===== config.mk =====
export PLATFORM = sky130hd
export DESIGN_NAME = seq_alu
export DESIGN_NICKNAME = d
export VERILOG_FILES = /design/src/rtl/seq_alu.sv
export SDC_FILE = /design/constraint.sdc
export NUM_CORES = 1
export LEC_CHECK = 0
export CAP_MARGIN = 40
export CELL_PAD_IN_SITES_DETAIL_PLACEMENT = 0
export CELL_PAD_IN_SITES_GLOBAL_PLACEMENT = 1
export CORE_MARGIN = 10
export CORE_UTILIZATION = 30
export CTS_CLUSTER_SIZE = 14
export DETAILED_ROUTE_END_ITERATION = 16
export MAX_ROUTING_LAYER = met4
export PLACE_DENSITY_LB_ADDON = 0.3
export SLEW_MARGIN = 20
export SYNTH_ARGS = -nofsm -noshare
export SYNTH_HDL_FRONTEND = slang
export SYNTH_SLANG_ARGS = --single-unit

===== constraint.sdc =====
create_clock -name clk -period 3.2 [get_ports clk]
set_input_delay 0.64 -clock clk [delete_from_list [all_inputs] [get_ports clk]]
set_output_delay 0.64 -clock clk [all_outputs]
set_load 0.02 [all_outputs]

===== src/rtl/seq_alu.sv =====
// Registered ALU with start/done handshake: single-cycle logic/arithmetic ops
// and iterative one-bit-per-cycle rotates/shifts.
module seq_alu #(
  parameter int unsigned WIDTH = 8
) (
  input  logic             clk,
  input  logic             reset,
  input  logic             start,
  input  logic [2:0]       op,
  input  logic [WIDTH-1:0] inA,
  input  logic [WIDTH-1:0] inB,
  input  logic             sc_i,
  output logic             busy,
  output logic             done,
  output logic [WIDTH-1:0] rslt,
  output logic             sc_o,
  output logic             zero,
  output logic             pari,
  output logic             neq
);

  localparam int unsigned SHW = $clog2(WIDTH);

  localparam logic [2:0] OP_NAND = 3'b000;
  localparam logic [2:0] OP_ROR1 = 3'b001;
  localparam logic [2:0] OP_ADD  = 3'b010;
  localparam logic [2:0] OP_SUB  = 3'b011;
  localparam logic [2:0] OP_XOR  = 3'b100;
  localparam logic [2:0] OP_RORN = 3'b101;
  localparam logic [2:0] OP_ROLN = 3'b110;
  localparam logic [2:0] OP_SRCN = 3'b111;

  typedef enum logic [1:0] {IDLE, SHIFT, DONE} state_t;

  state_t           state, state_nxt;
  logic [WIDTH-1:0] acc;
  logic [SHW-1:0]   cnt;
  logic [2:0]       sh_op;
  logic             fill;
  logic             neq_pend;

  logic [SHW-1:0]   amount;
  logic             is_shift_op;
  logic             iterative;
  logic             accept;
  logic             last_step;
  logic [WIDTH:0]   sum;
  logic [WIDTH:0]   diff;
  logic [WIDTH-1:0] imm_rslt;
  logic             imm_c;
  logic [WIDTH-1:0] step_acc;
  logic             step_c;

  assign amount      = inB[SHW-1:0];
  assign is_shift_op = (op == OP_RORN) || (op == OP_ROLN) || (op == OP_SRCN);
  assign iterative   = is_shift_op && (amount != '0);
  assign accept      = start && (state != SHIFT);
  assign last_step   = (cnt == SHW'(1));

  // State register
  always_ff @(posedge clk) begin
    if (reset) state <= IDLE;
    else       state <= state_nxt;
  end

  // Next-state logic
  always_comb begin
    state_nxt = state;
    case (state)
      IDLE, DONE: begin
        if (accept) state_nxt = iterative ? SHIFT : DONE;
        else        state_nxt = IDLE;
      end
      SHIFT:   if (last_step) state_nxt = DONE;
      default: state_nxt = IDLE;
    endcase
  end

  // Handshake outputs decoded from the state register
  always_comb begin
    busy = 1'b0;
    done = 1'b0;
    case (state)
      SHIFT:   busy = 1'b1;
      DONE:    done = 1'b1;
      default: ;
    endcase
  end

  // Single-cycle results; shift ops reaching here have amount==0
  always_comb begin
    sum      = {1'b0, inA} + {1'b0, inB} + (WIDTH+1)'(sc_i);
    diff     = {1'b0, inA} - {1'b0, inB} - (WIDTH+1)'(sc_i);
    imm_rslt = inA;
    imm_c    = 1'b0;
    case (op)
      OP_NAND: imm_rslt = ~(inA & inB);
      OP_ROR1: begin
        imm_rslt = {inA[0], inA[WIDTH-1:1]};
        imm_c    = inA[0];
      end
      OP_ADD: begin
        imm_rslt = sum[WIDTH-1:0];
        imm_c    = sum[WIDTH];
      end
      OP_SUB: begin
        imm_rslt = diff[WIDTH-1:0];
        imm_c    = diff[WIDTH];
      end
      OP_XOR:  imm_rslt = inA ^ inB;
      default: ;
    endcase
  end

  // One iteration of the latched shift op
  always_comb begin
    step_acc = {fill, acc[WIDTH-1:1]};
    step_c   = acc[0];
    case (sh_op)
      OP_RORN: step_acc = {acc[0], acc[WIDTH-1:1]};
      OP_ROLN: begin
        step_acc = {acc[WIDTH-2:0], acc[WIDTH-1]};
        step_c   = acc[WIDTH-1];
      end
      default: ;
    endcase
  end

  // Datapath and result/flag registers
  always_ff @(posedge clk) begin
    if (reset) begin
      acc      <= '0;
      cnt      <= '0;
      sh_op    <= '0;
      fill     <= 1'b0;
      neq_pend <= 1'b0;
      rslt     <= '0;
      sc_o     <= 1'b0;
      zero     <= 1'b1;
      pari     <= 1'b0;
      neq      <= 1'b0;
    end else if (accept) begin
      if (iterative) begin
        acc      <= inA;
        cnt      <= amount;
        sh_op    <= op;
        fill     <= sc_i;
        neq_pend <= (inA != inB);
      end else begin
        rslt <= imm_rslt;
        sc_o <= imm_c;
        zero <= (imm_rslt == '0);
        pari <= ^imm_rslt;
        neq  <= (inA != inB);
      end
    end else if (state == SHIFT) begin
      acc <= step_acc;
      cnt <= cnt - SHW'(1);
      if (last_step) begin
        rslt <= step_acc;
        sc_o <= step_c;
        zero <= (step_acc == '0);
        pari <= ^step_acc;
        neq  <= neq_pend;
      end
    end
  end

endmodule


Word-level counts from Yosys, hierarchy flattened
Cells that the tools add are included.
{"block": "totals", "register_bits": 30, "latchBits": 0, "mem_bits_rw": 0, "mem_bits_ro": 0, "output_inout_bits": 14, "word_cells": 89, "mem_count": 0}
{"block": "op_classes", "n_addsub": 5, "mul": 0, "n_div": 0, "magnitude_cmp": 0, "n_eq_ne": 17, "shift": 0, "n_mux": 36, "n_bitwise": 3, "n_reduce_logical": 17}
{"cell": "$mux 8", "n": 7}
{"cell": "$pmux 8 s5", "n": 1}
{"cell": "$mux 1", "n": 19}
{"cell": "$eq 3x3->1 const B", "n": 6}
{"cell": "$logic_not 8->1", "n": 2}
{"cell": "$pmux 8 s2", "n": 1}
{"cell": "$reduce_xor 8->1", "n": 2}
{"cell": "$add 8x8->9", "n": 1}
{"cell": "$add 9x1->9", "n": 1}
{"cell": "$mux 3", "n": 3}
{"cell": "$sub 8x8->9", "n": 1}
{"cell": "$sub 9x1->9", "n": 1}
{"cell": "$and 8x8->8", "n": 1}
{"cell": "$ne 8x8->1", "n": 1}
{"cell": "$not 8->8", "n": 1}
{"cell": "$xor 8x8->8", "n": 1}
{"cell": "$eq 3x1->1 const B", "n": 2}
{"cell": "$eq 3x2->1 const B", "n": 2}
{"cell": "$mux 2", "n": 3}
{"cell": "$ne 2x2->1 const B", "n": 3}
{"cell": "$pmux 2 s2", "n": 1}
{"cell": "$reduce_and 2->1", "n": 2}
{"cell": "$reduce_bool 2->1", "n": 2}
{"cell": "$logic_not 3->1", "n": 1}
{"cell": "11 further kinds", "n": 13}

Longest topological paths before layout
{"block": "logic_depth", "word_depth": 7, "ltp_mapped": 15}

Worst setup path before layout
Ideal clock, no wire load.
{"block": "synth_path", "path_kind": "in2reg", "start": "input inA[0]", "end": "register pari", "arrival_ps": 3285, "path_slack_ps": -217, "path_stages": 14, "cell_sequence": "fa_1 -> inv_1 -> ha_1 -> o21ai_0 -> nand3b_1 -> o31a_1 -> a31o_2 -> and4_1 -> a21o_1 -> ha_1 -> xor2_1 -> xnor2_1 -> o211ai_1 -> a21oi_1"}
{"block": "synth_via", "elab_chain_cells": 6, "word_cells_on_any_way": 11, "cone_classes": "4 x add/sub; 3 x mux; 3 x bitwise; 1 x reduce/logical"}
{"element": "from (decl)", "line_no": "10", "source": "input logic [WIDTH-1:0] inA,"}
{"element": "$sub 8x8->9, or another cell as far along", "line_no": "93", "source": "diff = {1'b0, inA} - {1'b0, inB} - (WIDTH+1)'(sc_i);"}
{"element": "$sub 9x1->9, or another cell as far along", "line_no": "93"}
{"element": "$pmux 8 s5 (*)", "line_no": "96", "source": "case (op)"}
{"element": "$reduce_xor 8->1 (*)", "line_no": "153", "source": "pari <= ^imm_rslt;"}
{"element": "$mux 1 (*)", "line_no": "143", "source": "if (iterative) begin"}
{"element": "$mux 1 (*)", "line_no": "142", "source": "end else if (accept) begin"}
{"element": "to (signal assigned)", "line_no": "153"}
{"element": "to (signal assigned)", "line_no": "163", "source": "pari <= ^step_acc;"}
{"element": "to (decl)", "line_no": "18", "source": "output logic pari,"}
Mark *: on every way between the ends. The rest lies on a longest branch, timed or not. The select of a mux whose other input is x is not followed.
A chain may end at the register's enable or synchronous reset.

Final worst setup path
{"block": "layout_path", "start": "input inB[0]", "end": "register pari"}
{"block": "layout_via", "elab_chain_cells": 6, "word_cells_on_any_way": 15, "cone_classes": "4 x add/sub; 1 x eq/ne; 3 x mux; 3 x bitwise; 4 x reduce/logical"}
{"element": "from (decl)", "line_no": "11", "source": "input logic [WIDTH-1:0] inB,"}
{"element": "$sub 8x8->9, or another cell as far along", "line_no": "93"}
{"element": "$sub 9x1->9, or another cell as far along", "line_no": "93"}
{"element": "$pmux 8 s5", "line_no": "96"}
{"element": "$reduce_xor 8->1", "line_no": "153"}
{"element": "$mux 1", "line_no": "143"}
{"element": "$mux 1", "line_no": "142"}
Several ways; a longest one is shown, not always the timed one. The select of a mux whose other input is x is not followed.

==> results.ini <==
[min_path]
holdPathEnd = cnt[1]$_SDFFE_PP0P_
hold_start = cnt[1]$_SDFFE_PP0P_
min_path_type = reg2reg
worstHoldPathCells = 2

[setup_path]
regToRegSetupSlack_ps = 920
worstPathRequired_ps = 3330
path_cells = buf_2 > fa_1 > inv_1 > ha_2 > o21ai_2 > nand3b_1 > o31a_1 > a31o_2 > and4_1 > a21o_1 > ha_1 > xor2_1 > xnor2_1 > o211ai_1 > a21oi_1
crit_start = inB[0]
path_class = in2reg
r2r-start = sh_op[1]$_SDFFE_PP0P_
crit_path_max_fanout = 4
max_stage_delay_ps = 560
crit_buf_inv = 2
crit_family = compound AO/OA/AOI/OAI gates
cp-end-kind = flip-flop
reg2reg_depth = 8
start_kind = input pin
arrival_ps = 3520
cp_slowest_cell = fa_1
r2r-end = pari$_SDFFE_PP0P_

[cells_and_area]
fillers = 1038
area_growth_pct = 42.9
final_nets = 571
antenna_cells = 0
regArea_um2 = 601
drive_above_1_share = 0.262
multi_input_area_um2 = 2370
final_area_um2 = 4350
fin_cells = 644

[timing]
rsz0062_at_grt = true
setup_ws_ps = -188
slew-limit-headroom = 0.536
finalCriticalPeriod_ps = 3390
setup_tns_ps = -188
max_freq_mhz = 295
tightest_slew_ps = 694
final.period_utilization = 1.06
report.final.slew_viol_count = 0
setup_viol = 1
clock_skew_ps = 1.73
finalHoldViolCount = 0

[run_status]
violations = setup timing
status = finished with violations

[power]
power.clock.fraction = 0.211
power.switching_mw = 0.526
sequentialPowerShare = 0.293
leakagePower_nw = 1.86
p_per_area_nw_per_um2 = 333
intPower_mw = 0.924
swShare = 0.362
power_frac_comb = 0.496
vdd.ir_drop.worst_v = 0.000134
power_mw = 1.45

[grt]
gr-total-overflow = 0
globalRouteMet3Util = 0.0149
grt_use_total = 0.147
grt_pass1_wl_um = 17100
grt_max_degree = 20
grt-busiest-layer = met2
gr-usage-met2 = 0.244
grt_use_met1 = 0.185
antenna_found_initial = 0
first_global_vias = 3336

[die]
die_h_um = 121
die_w_um = 121
coreArea_um2 = 9820
rows = 36
io-pin-count = 37
start_util = 0.310
die_area_um2 = 14600

[clock_network]
clk_latency_ps = 280
cts_made_buffers = 5
ctsHoldBuffers = 0
htreeDepth = 2
cts.clk_slew.worst_paths_ps = 60
cts_tree = yes
clkSinkCount = 30
clk_path_buf_depth = 2
cts-root-buf = clkbuf_8

[placement]
numPortBuffers = 36
place_congestion = 0.885
dp_slack_ps = -971
numPlacedInstances = 637
hpwl_um = 8570
placed_cell_area_um2 = 4110

[route]
via_per_inst = 5.09
ant_nets = 0
wl_per_cell_um = 16.3
drt_wl_total_um = 10500
drcViolationCount = 0
drtIter0Drc = 190
dr.pass1.iters = 4
vias = 3276

[yosys]
syn_area_um2 = 3050
synth_nets = 462
synth.avg_cell_area_um2 = 7.56
synth_cells = 403
async_reset_ff_frac = 0
synth_flop_cell = dfxtp_1
ys_ff_latch = 30
synth_edf_count = 0
ys_warn_count = 0
yosysSeqAreaShare = 0.197
synth_cell_types = 68

[run]
cap_violations = 0

-- synth_stat cells (all sizes together) (3+ instances only) --
cell    instances  area share
a21oi          44       0.072
nand2          40       0.050
nor2           40       0.049
ha             32        0.13
dfxtp          30        0.20
inv            29       0.036
buf            15       0.030
o211ai         13       0.034
o21ai          13       0.023
xnor2          13       0.037
nor3           12       0.020
mux2i          10       0.033
o22ai          10       0.021
nand2b          8       0.019
clkbuf          7      0.0086
nand3           6       0.012
a211oi          5       0.012
a31oi           5       0.010
nand3b          5       0.012
a22oi           4      0.0099
fa              4       0.026
nand4           4      0.0082
nor2b           4      0.0082
or3             4      0.0082
and2            3      0.0070
nor4            3      0.0082
o221ai          3      0.0086
o31ai           3      0.0074
-- routing by layer --
| metal | vias up | wire length, um |
|---|---|---|
| met3 | 11 | 300 |
| met5 | - | 0 |
| li1 | 1663 | - |
| met2 | 63 | 5090 |
| met1 | 1539 | 4940 |
| met4 | 0 | 191 |
-- flip-flops by register name, summed over array words and instances (netlist names) --
register  cells
acc           8
rslt          8
cnt           3
sh_op         3
state         2
fill          1
neq           1
neq_pend      1
pari          1
sc_o          1
zero          1
-- metrics by stage --
stage,util,hold WS [ps]
floorplan,-,432
global placement,0.419,441
detailed placement,0.419,449
CTS,0.438,458
global route,0.443,475
finish,0.443,456
-- what timing repair did --
| action | in CTS | in global routing |
|---|---|---|
| hold endpoints to repair | 0 | 0 |
| resized for setup | 38 | 10 |
| setup buffers | 1 | 0 |
| endpoints found under the setup margin | 5 | 2 |
| pin swaps | 12 | 5 |
-- worst register-to-register path, stage by stage, from the launching register on --
cell	delay, ps
dfxtp_1	410
nand3b_1	400
mux2i_1	450
ha_1	300
xnor2_1	140
xnor2_1	200
nand2_1	70
o211ai_1	90
a21oi_1	80
-- cell type report --
cell class | instances | share of cell area
repair buffers | 124 | 0.233
flip-flops and latches | 30 | 0.138
inverters | 30 | 0.0259
multi-input cells | 321 | 0.545
well taps | 133 | 0.0382
clock buffers | 6 | 0.0190
-- cell families (layout without fill, tap and decap cells) --
| family | count (synthesis) | after routing | synth area share |
|---|---|---|---|
| and+or+nand+nor | 141 | 141 | 0.234 |
| AOI/OAI and AO/OA | 118 | 118 | 0.256 |
| buffers and inverters | 52 | 160 | 0.0752 |
| adders and majority gates | 36 | 36 | 0.158 |
| DFF | 30 | 30 | 0.197 |
| xor gates and xnor gates | 15 | 15 | 0.0431 |
| muxes | 11 | 11 | 0.0366 |
-- how the worst max path moves through the flow --
stage                             end  slack (ps)  cells after the start
detailed placement  pari$_SDFFE_PP0P_        -970                     15
global placement    pari$_SDFFE_PP0P_        -940                     15
CTS                 pari$_SDFFE_PP0P_        -190                     15
finish              pari$_SDFFE_PP0P_        -190                     15
global route        pari$_SDFFE_PP0P_        -340                     15
floorplan           pari$_SDFFE_PP0P_        -180                     14
-- power by group through the flow --
stage | combinational (mW) | clock [mW] | sequential (mW)
finish | 0.720 | 0.305 | 0.425
global route | 0.794 | 0.322 | 0.429
CTS | 0.711 | 0.315 | 0.425
detailed placement | 0.683 | 0 | 0.433
global placement | 0.679 | 0 | 0.432
floorplan | 0.382 | 0 | 0.445
-- cells in the final DEF (no fill, tap or decap), types with 3 or more instances in the layout --
cell type and n:
dlygate4sd2_1 5, clkbuf_8 6, dfxtp_1 30, inv_1 26, nor2b_1 4, a22oi_1 4
ha_1 24, ha_4 7, inv_2 3, nor2_1 38, mux2i_1 10, or3_1 4
nand3b_1 5, buf_6 3, nand4_1 4, clkdlybuf4s50_1 27, buf_4 86, a211oi_1 4
nand2b_1 7, nand2_1 39, a31oi_1 5, a21oi_1 44, nor3_1 9, nand3_1 5
o211ai_1 12, o22ai_1 9, xnor2_1 13, o21ai_0 9
No activity file was read; power rests on OpenSTA's default activity.
